$ cat config.mk
export PLATFORM = sky130hd
export DESIGN_NAME = reg_alu_ctrl
export DESIGN_NICKNAME = d
export VERILOG_FILES = /design/src/rtl/reg_alu_ctrl.sv
export SDC_FILE = /design/constraint.sdc
export NUM_CORES = 1
export LEC_CHECK = 0
export ABC_AREA = 1
export CORE_ASPECT_RATIO = 1.5
export CORE_MARGIN = 2
export CORE_UTILIZATION = 40
export DETAILED_ROUTE_END_ITERATION = 7
export PLACE_DENSITY = 0.88
export SYNTH_ARGS = -nofsm -noshare
export SYNTH_HDL_FRONTEND = slang
export SYNTH_SLANG_ARGS = --single-unit
$ cat constraint.sdc
create_clock -name clk -period 2.7 [get_ports clk]
set_clock_uncertainty 0.2 [all_clocks]
set_input_delay 0.405 -clock clk [delete_from_list [all_inputs] [get_ports clk]]
set_output_delay 0.405 -clock clk [all_outputs]
set_load 0.01 [all_outputs]
$ cat src/rtl/reg_alu_ctrl.sv
// Purpose: sequences host command words into register-file/ALU datapath writes and reads.
// Latency: ALU 1 cycle after accept, LDI 1 cycle after immediate, READ response 2 cycles after accept.
// Backpressure: cmd_ready low while busy; response held in RSP until rsp_ready.
module reg_alu_ctrl #(
    parameter int DW = 16
) (
    input  logic            clk,
    input  logic            reset,
    input  logic            cmd_valid,
    output logic            cmd_ready,
    input  logic [DW-1:0]   cmd_data,
    output logic            sel,
    output logic            wr,
    output logic [1:0]      op,
    output logic [2:0]      rd_addr_a,
    output logic [2:0]      rd_addr_b,
    output logic [2:0]      wr_addr,
    output logic [DW-1:0]   d_in,
    input  logic [DW-1:0]   d_out_a,
    input  logic [DW-1:0]   d_out_b,
    input  logic            cout,
    output logic            rsp_valid,
    input  logic            rsp_ready,
    output logic [2*DW-1:0] rsp_data,
    output logic            carry_flag
);

    typedef enum logic [2:0] {IDLE, EXEC, IMM, WLD, RD, RSP} state_t;

    localparam logic [1:0] CLS_ALU  = 2'b00;
    localparam logic [1:0] CLS_LDI  = 2'b01;
    localparam logic [1:0] CLS_READ = 2'b10;

    state_t          state, state_nxt;
    logic [2:0]      rd_q, rd_nxt;
    logic [1:0]      op_nxt;
    logic [2:0]      rd_addr_a_nxt, rd_addr_b_nxt, wr_addr_nxt;
    logic [DW-1:0]   d_in_nxt;
    logic [2*DW-1:0] rsp_data_nxt;
    logic            carry_nxt;
    logic            cmd_hs, rsp_hs;

    assign cmd_hs = cmd_valid & cmd_ready;
    assign rsp_hs = rsp_valid & rsp_ready;

    // All datapath-facing outputs are registered from the next state, so they
    // are valid for the whole cycle of the state they belong to.
    always_comb begin
        state_nxt     = state;
        rd_nxt        = rd_q;
        op_nxt        = op;
        rd_addr_a_nxt = rd_addr_a;
        rd_addr_b_nxt = rd_addr_b;
        wr_addr_nxt   = wr_addr;
        d_in_nxt      = d_in;
        rsp_data_nxt  = rsp_data;
        carry_nxt     = carry_flag;

        case (state)
            IDLE: begin
                if (cmd_hs) begin
                    rd_nxt = cmd_data[11:9];
                    case (cmd_data[15:14])
                        CLS_ALU: begin
                            state_nxt     = EXEC;
                            op_nxt        = cmd_data[13:12];
                            wr_addr_nxt   = cmd_data[11:9];
                            rd_addr_a_nxt = cmd_data[8:6];
                            rd_addr_b_nxt = cmd_data[5:3];
                        end
                        CLS_LDI: state_nxt = IMM;
                        CLS_READ: begin
                            state_nxt     = RD;
                            rd_addr_a_nxt = cmd_data[8:6];
                            rd_addr_b_nxt = cmd_data[5:3];
                        end
                        default: state_nxt = IDLE;
                    endcase
                end
            end
            EXEC: begin
                carry_nxt = cout;
                state_nxt = IDLE;
            end
            IMM: begin
                if (cmd_hs) begin
                    state_nxt   = WLD;
                    wr_addr_nxt = rd_q;
                    d_in_nxt    = cmd_data;
                end
            end
            WLD: state_nxt = IDLE;
            RD: begin
                rsp_data_nxt = {d_out_a, d_out_b};
                state_nxt    = RSP;
            end
            RSP: begin
                if (rsp_hs) state_nxt = IDLE;
            end
            default: state_nxt = IDLE;
        endcase
    end

    always_ff @(posedge clk or negedge reset) begin
        if (!reset) begin
            state      <= IDLE;
            rd_q       <= '0;
            cmd_ready  <= 1'b0;
            sel        <= 1'b0;
            wr         <= 1'b0;
            op         <= '0;
            rd_addr_a  <= '0;
            rd_addr_b  <= '0;
            wr_addr    <= '0;
            d_in       <= '0;
            rsp_valid  <= 1'b0;
            rsp_data   <= '0;
            carry_flag <= 1'b0;
        end else begin
            state      <= state_nxt;
            rd_q       <= rd_nxt;
            cmd_ready  <= (state_nxt == IDLE) || (state_nxt == IMM);
            sel        <= (state_nxt == EXEC);
            wr         <= (state_nxt == EXEC) || (state_nxt == WLD);
            op         <= op_nxt;
            rd_addr_a  <= rd_addr_a_nxt;
            rd_addr_b  <= rd_addr_b_nxt;
            wr_addr    <= wr_addr_nxt;
            d_in       <= d_in_nxt;
            rsp_valid  <= (state_nxt == RSP);
            rsp_data   <= rsp_data_nxt;
            carry_flag <= carry_nxt;
        end
    end

endmodule

==> results.md, run 1 <==
* XOR/XNOR Fraction of Synth Area at 0%
* Setup slack after placement at ~0.45 ns
* Vias/cell at 4.85
* Max-cap violation count at 0
* Total power at approximately 0.0047 W
* Setup crit start kind: flip-flop
* Launch point of the worst hold path: rsp_data[1]
* Gpl congestion at 0.802
* CTS clk-pin slew, worst paths at around 0.070 ns
* P_int at ~0.003 W
* Diodes inserted at 0
* Largest net degree at the start of global routing at between 70 and 80
* Syn Area/Cell at about 8.9 um^2
* Final ANT Viol Nets at 0
* Cells after synthesis at ~310
* Post-Syn Area at 2800 um^2
* Pwr Density at roughly 1100 nW/um^2
* Post-synthesis sequential area ratio at a little over three fifths
* Share of cells above drive strength 1 at under 10%
* Clk pwr share at 15.5%
* Nets at between 400 and 500
* DIE AREA at 7690 um^2
* Sw power at around 0.0017 W
* Reg-to-Reg Start: state[2]
* Mux contribution to synthesized area at 0%
* Overall routed net length at approximately 7000 um
* Number of synthesis warnings at 0
* Synth Area in Adders at 0%
* Vias in the first global route at approximately 2,400
* Clock Sinks at 70
* Area of the multi-input gates at 926 um^2
* Storage cell area at roughly 1800 um^2
* # rows at 37
* Worst Path Required at 2.71 ns
* CP Data Arrival Time at ~2.1 ns
* Dpl cells at approximately 490
* Reg-to-Reg End: rsp_data[21]
* Sw Share at a little over a third
* CTS tree: done
* Slew HR at between 30% and 40%
* RSZ-0062 raised after global routing: no
* # Post-CTS Setup Buffers at 0
* Reg power frac at roughly two fifths
* Global route total overflow at 0
* CTS Buf Count at 9
* IO buf count at ~120
* Post-placement cell area at between 3000 and 4000 um^2
* HP Class: flip-flop to flip-flop
* Initial antenna violation count at 0
* Fin crit period at slightly above 2 ns
* Worst Setup End Kind: flip-flop
* R2R Setup Slk at 0.63 ns
* Final setup viols at 0
* Worst Max-Slew Pin Slew at approximately 1 ns
* DIE HEIGHT at ~110 um
* P&R area growth vs syn at 48.7%
* Worst reg-to-reg path cell count at 4
* Max-slew violations at 0
* Final Hold Vio Count at 0
* Drt pass-1 iters at 5
* Worst-Skew Late Latency at ~0.33 ns
* VDD IR max at between 0.4 and 0.5 mV
* CTS H-tree lvls at 3
* Setup TNS at 0 ns
* DPL Wire Length at between 5000 and 6000 um
* Largest family of logic cells by synthesized area: simple AND/OR/NAND/NOR gates
* Crit path to: rsp_data[21]
* Status: completed
* Critical Path Fanout Max at 33
* CP Class: flip-flop to flip-flop
* Critical Path Source: state[2]
* Initial DRC count at 109
* Final instance area at 4160 um^2
* Part of the cycle the worst path needs at approximately 77%
* Post-synthesis simple-gate area fraction at 32.6%
* Fill cell total of the finished layout at around 600
* Fmax at between 0.4 and 0.5 GHz
* Number of synthesized register bits at 70
* First-pass GRT wire length at between 10,000 and 15,000 um
* Initial core utilization at between 40% and 50%
* Synth Net Count at approximately 370
* Post-route insts no fill at approximately 500
* Synth unique cells at 16
* Core area at a little under 7000 um^2
* Vias at 2,474
* Chip width at between 70 and 80 um
* Compound-Gate Fraction of Synth Area at 0.537%
* CTS Buffer Depth at 2
* Combinational power share at 45.7%
* WL per Instance at between 10 and 15 um
* Global Route Usage Sum at 18.9%
* Cell at the root of the clock tree: clkbuf_8
* P_leak at 2.07 nW
* # IOs at about 120
* Worst setup margin at about 0.63 ns
* Drt drc at 0
==> power by group through the flow <==
stage	logic, W	registers (W)	clock network [W]
after floorplan	0.000811	0.00200	0
after global placement	0.00210	0.00181	0
after detailed placement	0.00217	0.00183	0
after CTS	0.00217	0.00182	0.000745
after global routing	0.00236	0.00187	0.000791
final	0.00214	0.00181	0.000722
==> synthesized netlist by cell type, drive strengths merged <==
| cell | n | area share, % |
|---|---|---|
| buf | 12 | 2.7 |
| clkbuf | 3 | 0.40 |
| dfrtp | 70 | 63 |
| inv | 9 | 1.2 |
| nand2 | 156 | 21 |
| nand3 | 51 | 9.3 |
| nand3b | 1 | 0.27 |
| nand4 | 1 | 0.22 |
| nor2 | 7 | 1.7 |
| o21ai | 3 | 0.54 |
==> cells by family after synthesis <==
kind of cell,after synthesis
and+or+nand+nor,216
DFF,70
buffers and inverters,24
AOI/OAI and AO/OA,3
==> cells in the final DEF (no fill, tap or decap), drive strengths merged <==
| cell type | netlist | final |
|---|---|---|
| o21ai | 3 | 3 |
| clkdlybuf4s50 | 0 | 115 |
| nand4 | 1 | 1 |
| dfrtp | 70 | 70 |
| buf | 12 | 3 |
| inv | 9 | 9 |
| nand3 | 51 | 51 |
| clkbuf | 3 | 14 |
| dlygate4sd3 | 0 | 1 |
| nand3b | 1 | 1 |
| nor2 | 7 | 7 |
| clkinv | 0 | 1 |
| nand2 | 156 | 156 |
==> worst min path at each step <==
stage / slack [ns] / cells after the start / to
2_1_floorplan: -0.09 / 0 / carry_flag
3_3_place_gp: 0.25 / 2 / rsp_data[2]
3_5_place_dp: 0.26 / 2 / rsp_data[13]
4_1_cts: 0.27 / 2 / rsp_data[13]
5_1_grt: 0.29 / 2 / rsp_data[3]
6_report: 0.27 / 2 / rsp_data[1]
==> metrics by stage <==
stage,util [%],hold WS (ns)
2_1_floorplan,-,-0.0906
3_3_place_gp,58.5,0.254
3_5_place_dp,58.5,0.258
4_1_cts,61.1,0.274
5_1_grt,61.1,0.293
6_report,61.1,0.272
==> sequential cells by signal (all words and copies together) (netlist names) <==
| register | count |
|---|---|
| wr | 1 |
| rsp_data | 32 |
| d_in | 16 |
| rd_q | 3 |
| wr_addr | 3 |
| carry_flag | 1 |
| rd_addr_b | 3 |
| rsp_valid | 1 |
| op | 2 |
| rd_addr_a | 3 |
| sel | 1 |
| state | 3 |
| cmd_ready | 1 |
==> layer usage <==
metal	up-vias	GRT usage, %	part of all wire, %	wire (um)
li1	1222	-	-	-
met1	1139	22.0	40	2790
met2	103	31.5	51	3570
met3	10	6.64	8.1	567
met4	0	7.41	1.1	78
met5	-	0	0	0
==> critical path, stage by stage, from the launching register on <==
cell	delay [ns]
dfrtp_1	0.40
buf_4	0.34
nand2_1	0.67
nand2_1	0.24
nand2_1	0.08
==> layout make-up <==
cell class / count / area share [%]
sequential: 70 / 42.1
timing repair buffer: 119 / 28.5
multi-input combinational: 219 / 22.3
clock buffer: 14 / 3.91
tap: 78 / 2.35
inverter: 9 / 0.812
clock inverter: 1 / 0.120
==> what timing repair did <==
item / CTS / global route
gates resized for setup: 0 / 0
endpoints found under the setup margin: 0 / 0
hold buffers: 1 / 0
hold endpoints to repair: 4 / 0
No activity file was read; power rests on OpenSTA's default activity.
==> run 2, diff against run 1 <==
- CORE_UTILIZATION: 40 -> 38
- PLACE_DENSITY: 0.88 -> 0.87
- clock period: 2.7 -> 1.72 ns (I/O delays scaled with it)
==> results.md, run 2 (synthesis results as in run 1) <==
* Vias/cell at 4.73 (-2.5%)
* Largest register FFs at 32 (unchanged)
* Fill cell total of the finished layout at 622 (+4.4%)
* P&R area growth vs syn at 56.7%
* # IOs at 117 (unchanged)
* CTS clk-pin slew, worst paths at 0.06 ns (about the same)
* Max-cap violation count at 0 (unchanged)
* Vias in the first global route at 2,521 (+5.7%)
* Max-slew violations at 0 (unchanged)
* Initial antenna violation count at 0 (unchanged)
* DPL Wire Length at 5400 um (+6.1%)
* Fin crit period at around 1.7 ns
* Cell at the root of the clock tree: clkbuf_8
* Post-placement cell area at 4140 um^2 (+4.0%)
* Final setup viols at 0 (unchanged)
* Final instance area at 4380 um^2 (+5.4%)
* Overall routed net length at 7350 um (+4.9%)
* Worst reg-to-reg path cell count at 6 (+2)
* Reg power frac at 38.8% (about the same)
* WL per Instance at 13.4 um (-2.2%)
* Reg-to-Reg Start: state[1]
* Diodes inserted at 0 (unchanged)
* CP Class: flip-flop to output port
* Setup crit start kind: flip-flop
* WP depth at 1 (-3)
* Fmax at between 0.5 and 0.6 GHz
* Share of cells above drive strength 1 at 8.05% (+3.2 points)
* Biggest regs: rsp_data: 32 flops, d_in: 16 flops
* Initial core utilization at 39.0% (-2.1 points)
* Gpl congestion at 0.809 (+0.85%)
* Combinational power share at 44.8% (-0.9 points)
* Crit path to: d_in[5]
* Clock Sinks at 70 (unchanged)
* Worst Max-Slew Pin Slew at 0.335 ns (-0.669 ns)
* CTS H-tree lvls at 3 (unchanged)
* DIE AREA at 8080 um^2 (+5.0%)
* Max incr delay on CP at 0.54 ns (-0.13 ns)
* Final Hold Vio Count at 0 (unchanged)
* HP Class: input pin to asynchronous set/reset pin
* IO buf count at 116 (unchanged)
* Most common cell after layout, fill and taps aside: nand2_1
* Critical Path Source: d_in[5]
* VDD IR max at 0.889 mV (+91%)
* Global route total overflow at 0 (unchanged)
* WP buf/inv at 1 (unchanged)
* Vias at 2,586 (+4.5%)
* First-pass GRT wire length at 11,500 um (+3.7%)
* Area of the multi-input gates at 926 um^2 (unchanged)
* # rows at 38 (+2.7%)
* Highest-count cells in the layout ignoring fill and taps: 155 x nand2_1, 70 x dfrtp_1, 68 x clkdlybuf4s50_1
* CTS tree: done
* RSZ-0062 raised after global routing: no
* CTS Buffer Depth at 2 (unchanged)
* CP top delay family: buffers and inverters
* Largest net degree at the start of global routing at 34 (-52%)
* R2R Setup Slk at 0.14 ns (-0.49 ns)
* Core area at 7180 um^2 (+5.5%)
* Slew HR at 77.7% (+45 points)
* CTS Buf Count at 9 (unchanged)
* Global Route Usage Sum at 18.8% (-0.089 points)
* Pwr Density at 1670 nW/um^2 (+48%)
* Drt pass-1 iters at 4 (-1)
* Worst Path Required at 1.26 ns (-1.45 ns)
* Part of the cycle the worst path needs at 97.8%
* Clk pwr share at 16.5% (+1.0 points)
* Storage cell area at 1750 um^2 (unchanged)
* Drt drc at 0 (unchanged)
* # Post-CTS Setup Buffers at 0 (unchanged)
* DIE HEIGHT at 109 um (+2.5%)
* CP cell instances: clkdlybuf4s50_1
* Worst Setup End Kind: output port
* Sw power at 0.00264 W (+58%)
* Critical Path Fanout Max at 2 (-94%)
* P_int at 0.00466 W (+55%)
* Total power at 0.00730 W (+56%)
* Final ANT Viol Nets at 0 (unchanged)
* Setup TNS at 0 ns (unchanged)
* Nets at 497 (+3.3%)
* Top reg by flops: rsp_data
* Worst-Skew Late Latency at 0.34 ns (about the same)
* Status: completed
* CP max stage cell: clkdlybuf4s50_1
* P_leak at 2.58 nW (+25%)
* Initial DRC count at 123 (+13%)
* Sw Share at 36.2% (+0.49 points)
* Chip width at 74.1 um (+2.5%)
* Reg-to-Reg End: rd_addr_b[1]
* CP Data Arrival Time at 1.22 ns (-0.86 ns)
run 2: cell count changes in the layout (fill, tap and decap cells not counted), sizes merged:
cell	before	now
bufinv	0	1
clkbuf	14	12
dlymetal6s2s	0	32
buf	3	19
clkdlybuf4s50	115	68
dlygate4sd2	0	15
run 2: cell type report:
cell class | instances | share of cell area, %
sequential | 70 | 40.0
timing repair buffer | 135 | 31.4
multi-input combinational | 219 | 21.1
clock buffer | 12 | 3.08
tap | 100 | 2.85
clock inverter | 2 | 0.799
inverter | 9 | 0.771
run 2: worst min-delay path by stage:
stage | startpoint | end | slack [ns] | cells past startpoint
floorplan | reset | carry_flag | -0.24 | 0
global placement | reset | rsp_data[30] | -0.05 | 1
detailed placement | reset | rsp_data[30] | -0.04 | 1
CTS | reset | rsp_data[24] | 0.14 | 2
global route | reset | rsp_data[25] | 0.17 | 2
finish | reset | rsp_data[25] | 0.15 | 2
run 2: per-layer routing:
metal	track usage (%)	wire [um]	vias up
met5	0	0	-
met2	32.6	3800	105
met1	22.0	2970	1222
met4	9.35	119	0
li1	-	-	1247
met3	3.33	456	12
run 2: through the flow:
step                setup slack [ns]  hold slack [ns]  utilization, %  instances
finish                        0.0386            0.151            61.1        547
global route                 0.00127            0.170            61.1        547
CTS                          0.00230            0.142            60.0        547
detailed placement            -0.104          -0.0410            57.7        532
global placement             -0.0282          -0.0454            57.7        532
floorplan                      0.318           -0.238               -        313
run 2: repair_timing:
item,4_1_cts,5_1_grt
setup endpoints to repair,15,32
hold buffers,1,0
endpoints found under the hold margin,70,0
resized for setup,15,32
pin swaps,0,0
run 2: power groups by stage:
stage / Combinational, W / Clock (W) / Sequential (W)
3_3_place_gp: 0.00340 / 0 / 0.00285
3_5_place_dp: 0.00351 / 0 / 0.00287
2_1_floorplan: 0.00127 / 0 / 0.00314
6_report: 0.00327 / 0.00120 / 0.00283
4_1_cts: 0.00341 / 0.00123 / 0.00285
5_1_grt: 0.00362 / 0.00131 / 0.00292
